[src/rtl/up_counter_w_limit_pkg.sv]
// Shared types and defaults for the limited up-counter.
package up_counter_w_limit_pkg;

    localparam int DW_DEF  = 4;
    localparam int MAX_DEF = 9;

    typedef enum logic [1:0] {
        IDLE = 2'd0,
        RUN  = 2'd1,
        DONE = 2'd2
    } state_e;

endpackage

[src/rtl/up_counter_w_limit_if.sv]
// Control/status bundle between a counter client and the counter.
interface up_counter_w_limit_if
    import up_counter_w_limit_pkg::*;
#(
    parameter int DW = DW_DEF
);

    logic          en;
    logic          start;
    logic          oneshot;
    logic          limit_sel;
    logic [DW-1:0] limit;
    logic [DW-1:0] outCount;
    logic          comparison;
    logic          busy;
    logic          done;

    modport master (
        output en, start, oneshot, limit_sel, limit,
        input  outCount, comparison, busy, done
    );

    modport slave (
        input  en, start, oneshot, limit_sel, limit,
        output outCount, comparison, busy, done
    );

endinterface

[src/rtl/up_counter_w_limit.sv]
// Up-counter with selectable terminal value, free-running or oneshot.
module up_counter_w_limit
    import up_counter_w_limit_pkg::*;
#(
    parameter int          DW  = DW_DEF,
    parameter logic [DW-1:0] MAX = DW'(MAX_DEF)
) (
    input logic                clk,
    input logic                rst,
    up_counter_w_limit_if.slave bus
);

    state_e        state_q, state_d;
    logic [DW-1:0] cnt_q, cnt_d;
    logic          mode_q, mode_d;
    logic          busy_q, done_q;
    logic [DW-1:0] lim;
    logic          cmp;

    assign lim = bus.limit_sel ? bus.limit : MAX;

    // >= rather than == so a limit lowered below the count still terminates
    assign cmp = (state_q == RUN) & bus.en & (cnt_q >= lim);

    always_comb begin
        state_d = state_q;
        cnt_d   = cnt_q;
        mode_d  = mode_q;
        unique case (state_q)
            IDLE, DONE: begin
                if (bus.start) begin
                    state_d = RUN;
                    cnt_d   = '0;
                    mode_d  = bus.oneshot;
                end
            end
            RUN: begin
                if (bus.start) begin
                    cnt_d  = '0;
                    mode_d = bus.oneshot;
                end else if (cmp) begin
                    if (mode_q) state_d = DONE;
                    else        cnt_d   = '0;
                end else if (bus.en) begin
                    cnt_d = cnt_q + DW'(1);
                end
            end
            default: begin
                state_d = IDLE;
                cnt_d   = '0;
                mode_d  = 1'b0;
            end
        endcase
    end

    always_ff @(posedge clk) begin
        if (rst) begin
            state_q <= IDLE;
            cnt_q   <= '0;
            mode_q  <= 1'b0;
            busy_q  <= 1'b0;
            done_q  <= 1'b0;
        end else begin
            state_q <= state_d;
            cnt_q   <= cnt_d;
            mode_q  <= mode_d;
            busy_q  <= (state_d == RUN);
            done_q  <= (state_d == DONE);
        end
    end

    assign bus.outCount   = cnt_q;
    assign bus.comparison = cmp;
    assign bus.busy       = busy_q;
    assign bus.done       = done_q;

endmodule

[src/flat_wrapper.sv]
// flat-port wrapper written by rule: the top's interface ports become plain ports
module up_counter_w_limit_flat import up_counter_w_limit_pkg::*;
#(
    parameter int          DW  = DW_DEF,
    parameter logic [DW-1:0] MAX = DW'(MAX_DEF)
)
  (clk, rst, bus_en, bus_start, bus_oneshot, bus_limit_sel, bus_limit, bus_outCount, bus_comparison, bus_busy, bus_done);
  up_counter_w_limit_if #(.DW(DW)) bus_i ();
  input logic clk;
  input logic rst;
  input wire logic [$bits(bus_i.en)-1:0] bus_en;
  input wire logic [$bits(bus_i.start)-1:0] bus_start;
  input wire logic [$bits(bus_i.oneshot)-1:0] bus_oneshot;
  input wire logic [$bits(bus_i.limit_sel)-1:0] bus_limit_sel;
  input wire logic [$bits(bus_i.limit)-1:0] bus_limit;
  output wire logic [$bits(bus_i.outCount)-1:0] bus_outCount;
  output wire logic [$bits(bus_i.comparison)-1:0] bus_comparison;
  output wire logic [$bits(bus_i.busy)-1:0] bus_busy;
  output wire logic [$bits(bus_i.done)-1:0] bus_done;
  assign bus_i.en = bus_en;
  assign bus_i.start = bus_start;
  assign bus_i.oneshot = bus_oneshot;
  assign bus_i.limit_sel = bus_limit_sel;
  assign bus_i.limit = bus_limit;
  assign bus_outCount = bus_i.outCount;
  assign bus_comparison = bus_i.comparison;
  assign bus_busy = bus_i.busy;
  assign bus_done = bus_i.done;
  up_counter_w_limit #(.DW(DW), .MAX(MAX)) u_core (.clk(clk), .rst(rst), .bus(bus_i));
endmodule
[config.mk]
export PLATFORM = sky130hd
export DESIGN_NAME = up_counter_w_limit_flat
export DESIGN_NICKNAME = d
export VERILOG_FILES = /design/src/rtl/up_counter_w_limit_pkg.sv /design/src/rtl/up_counter_w_limit_if.sv /design/src/rtl/up_counter_w_limit.sv /design/src/flat_wrapper.sv
export SDC_FILE = /design/constraint.sdc
export NUM_CORES = 1
export LEC_CHECK = 0
export BUFFER_PORTS_ARGS = -buffer_cell sky130_fd_sc_hd__buf_2
export CAP_MARGIN = 20
export CORE_AREA = 2 2 39 41
export DETAILED_ROUTE_END_ITERATION = 8
export DIE_AREA = 0 0 41 43
export PLACE_DENSITY = 0.68
export SYNTH_ARGS = -nofsm -noshare
export SYNTH_HDL_FRONTEND = slang
export SYNTH_SLANG_ARGS = --single-unit
[constraint.sdc]
create_clock -name clk -period 2.9 [get_ports clk]
set_clock_uncertainty 0.2 [all_clocks]
set_input_delay 0.29 -clock clk [delete_from_list [all_inputs] [get_ports clk]]
set_output_delay 0.29 -clock clk [all_outputs]
set_load 0.05 [all_outputs]
# After elaboration in Yosys (flattened, before gate mapping)
# Index checks and enable logic that the tools add are counted.
classes:
  n_reduce_logical: 5
  add_sub_neg: 1
  magnitude_cmp: 1
  n_bitwise: 3
  eq_ne: 7
  muxes: 12
ops:
  columns: ["operator", "count"]
  rows:
  - ["$mux W4", 6]
  - ["$mux W2", 4]
  - ["$ne A4 B4 Y1 const B", 2]
  - ["$pmux W4 S2", 1]
  - ["$add A4 B1 Y4 const B", 1]
  - ["$eq A2 B1 Y1 const B", 2]
  - ["$eq A2 B2 Y1 const B", 2]
  - ["$ge A4 B4 Y1", 1]
  - ["$pmux W2 S2", 1]
  - ["$reduce_or A2 Y1", 2]
  - ["$reduce_and A3 Y1", 1]
  - ["$reduce_or A3 Y1", 1]
  - ["$and A1 B1 Y1", 2]
  - ["$logic_not A2 Y1", 1]
  - ["$ne A2 B2 Y1 const B", 1]
  - ["$not A1 Y1", 1]
totals:
  ff_bits: 9
  inputBits: 10
  elab_cells: 34
  out_inout_bits: 7

# Longest topological paths before layout
depth:
  depth_word: 7
  depth_mapped: 6
  mapped_depth_nobuf: 6

# Least setup slack after synthesis
# OpenSTA, ideal clock, no wires.
synth_timing:
  kind: "flip-flop to output port"
  from: "register u_core.cnt_q[0], in the netlist u_core.bus.outCount[0]"
  to: "output port bus_comparison"
  path_stages_with_launch: 6
  t_required_ns: 2.410
  path_buffers: 0
  t_arrival_ns: 2.043
  path_slack_ns: 0.367
  cell_sequence: "dfxtp_1 inv_1 ha_1 nor3b_2 o21a_4 nor2_1"
synth_via:
  elab_chain_cells: 2
synth_lines:
  columns: ["element", "line_no", "text"]
  rows:
  - ["start: declaration", "up_counter_w_limit.sv:14", "logic [DW-1:0] cnt_q, cnt_d;"]
  - ["start signal: assignment", "up_counter_w_limit.sv:65", "cnt_q <= cnt_d;"]
  - ["$ge A4 B4 Y1", "up_counter_w_limit.sv:23", "assign cmp = (state_q == RUN) & bus.en & (cnt_q >= lim);"]
  - ["$and A1 B1 Y1", "up_counter_w_limit.sv:23", null]
  - ["end: declaration", "flat_wrapper.sv:17", "output wire logic [$bits(bus_i.comparison)-1:0] bus_comparison;"]
# Every way passes these cells.

# Final worst setup path
# Same ends and word-level chain as after synthesis.

==> results.md <==
* Outcome: complete, no violations
* Pre-CTS setup slack at 0.847 ns
* Final global-route overflow total at 0
* Die area at 0.00176 mm²
* Synth Flop Type: dfxtp_1
* Via count at 547
* Share of the synthesized area in the top cell type at 31.9%
* Inst Count DP at 92
* Initial core utilization at 40.8%
* Finished Cell Area at 683 µm²
* Die W at 41 µm
* CTS tree: done
* Post-Route M1 WL at 547 µm
* Avg Inst Size Synth at 9.10 µm²
* Max H-tree Level at 1
* Mapped Cells at 62
* DR WL met3 at 89 µm
* Vias per inst at 5.70
* Slew Limit Headroom at 81.6%
* Max Used Layer: met3
* Post-synth top cells: dfxtp_1, ha_1, nand3_1, nor2b_1
* Leading area contributor after synthesis: dfxtp_1
* Non-Filler Instances at 96
* Final Hold Fails at 0
* YS warnings at 0
* Hold crit path type: input pin to flop
* Global-route wire length before repair at 1.98 mm
* Fmax at 0.440 GHz
* CP arrival at 1.78 ns
* Number of CTS-inserted buffers at 3
* Number of buffers added on ports at 16
* Async set-or-reset flop fraction in the synthesized netlist at 0%
* Post-DP HPWL at 906 µm
* Mapped Nets at 77
* Longest Clk Path Bufs at 2
* Max_cap viols at 0
* CP startpoint kind: flop
* Residual DRC at 0
* Min Tclk post-route at 2.27 ns
* Final period util at 78.3%
* P_leak at 0.000295 µW
* Dpl cell area at 657 µm²
* Critical Path RT at 2.41 ns
* WL per Instance at 12.4 µm
* Largest net degree at the start of global routing at 9
* Total Nets Final at 96
* Fin Setup TNS at 0 ns
* Hold-fix buffers, CTS at 0
* Core area at 0.00138 mm²
* Max incr delay on CP at 0.40 ns
* DR iter-0 viols at 16
* ANT nets after route at 0
* Critical Path Sink Type: output pin
* Layout area overhead at 21.1%
* Cell area power density at 404 mW/mm²
* Slowest-stage cell, CP: dfxtp_1
* RSZ-0062 raised after global routing: no
* Register bit total from synthesis at 9
* Top Family by Delay on Critical Path: flip-flops
* Fin. max-slew vios at 0
* Met2 wire length at 557 µm
* Initial antenna violation count at 0
* Vias in the first global route at 489
* Chip height at 43 µm
* Syn Std Cell Area at 564 µm²
* Post-CTS Setup Inserts at 0
* Count leader, synth: dfxtp_1
* First-pass DRT Iterations at 4
* CTS resizes at 0
* Critical setup path kind: flop to output pin
* Largest fanout on the critical path at 6
* Clock sinks at 9
* Fillers at 144
* Number of flops mapped to enable cells by yosys at 0
* GRT Overall Usage at 17.2%
* I/O pin count at 17
* Worst vdd ir at 0.000263 V
* Worst-Skew Late Latency at 0.27 ns
* Clock root buffer: clkbuf_4
* Multi-input gate area at 365 µm²
* ANT cells at 0
* Register area at 180 µm²
* CP Cell Sequence: inv_1 -> ha_1 -> nor3b_2 -> o21a_4 -> nor2_1 -> buf_2
* Std cell rows at 14
* PnR worst setup slack at 0.628 ns
* Final setup fails at 0
* Total routed wirelength at 1.19 mm
* Synth cell types at 29
* Layout cells sized above 1 at 33.8%
* Worst Path Buf+Inv at 2
* Final GP Congestion at 0.810
* Clock Pin Slew Worst Setup and Hold Paths at 0.07 ns
* R2r setup slk at 1.01 ns
* Worst Tran Pin Value at 0.276 ns
* Synth top area cells: dfxtp_1, ha_1, nor2b_1
* Sequential area share after synthesis at 31.9%
==> state kept, by name, summed over array words and instances, names as in the netlist <==
signal               flops
u_core.bus.done          1
u_core.mode_q            1
u_core.bus.busy          1
u_core.bus.outCount      4
u_core.state_q           2
==> stage by stage <==
step | hold WS, ns | utilization, % | total power [µW]
global route | 0.106 | 49.4 | 293
floorplan | 0.260 | - | 165
global placement | 0.349 | 47.5 | 177
detailed placement | 0.348 | 47.5 | 178
CTS | 0.0906 | 49.4 | 279
finish | 0.0912 | 49.4 | 276
==> report_power, final <==
group          total, µW  switching, µW  internal, µW
Clock                101           47.9          53.1
Sequential           130           2.87           127
Combinational       45.2           27.4          17.8
==> worst min-delay path, cell delays in order <==
cell and delay, ns:
buf_2 0.07, mux2i_1 0.05, nor2b_1 0.09
==> layout by cell type (no fill, tap or decap), types with 2 or more instances in the layout <==
cell type,synthesis,layout
nand2_1,3,3
nand3_1,4,4
a31oi_1,3,3
nor3_1,2,2
inv_1,3,3
a21oi_1,3,3
clkbuf_4,0,3
nor2b_1,4,4
nor2_1,3,3
dfxtp_1,9,9
buf_2,0,16
ha_1,5,5
o21a_1,2,2
o211ai_2,2,2
o2111ai_1,2,2
==> cell families (layout without fill, tap and decap cells) <==
logic type | count (synthesis) | after routing | share of synthesized area, %
AND/OR/NAND/NOR | 23 | 23 | 23.7
AO/OA/AOI/OAI | 19 | 19 | 28.2
flip-flops | 9 | 9 | 31.9
adder cells (fa/ha/maj) | 5 | 5 | 11.1
buffers and inverters | 5 | 23 | 3.33
multiplexers | 1 | 1 | 1.77
==> worst paths after layout <==
path / start / end / cells past startpoint
worst min-delay path: bus_oneshot / u_core.mode_q / 3
worst max-delay path: u_core.bus.outCount[0] / bus_comparison / 6
worst min register to register: u_core.bus.outCount[3] / u_core.bus.outCount[3] / 2
worst max register to register: u_core.bus.outCount[0] / u_core.state_q[1] / 6
==> metal layers <==
metal  GRT usage, %  up-vias
met3           7.33        0
met5              0        -
met1           21.6      251
met2           23.1       23
li1               -      273
met4           10.7        0
==> final cells by class <==
cell class	count	share of cell area, %
multi-input cells	48	53.5
flip-flops and latches	9	26.4
repair buffers	16	11.7
clock buffers	4	3.85
well taps	16	2.93
inverters	3	1.65
No activity file was read; power rests on OpenSTA's default activity.
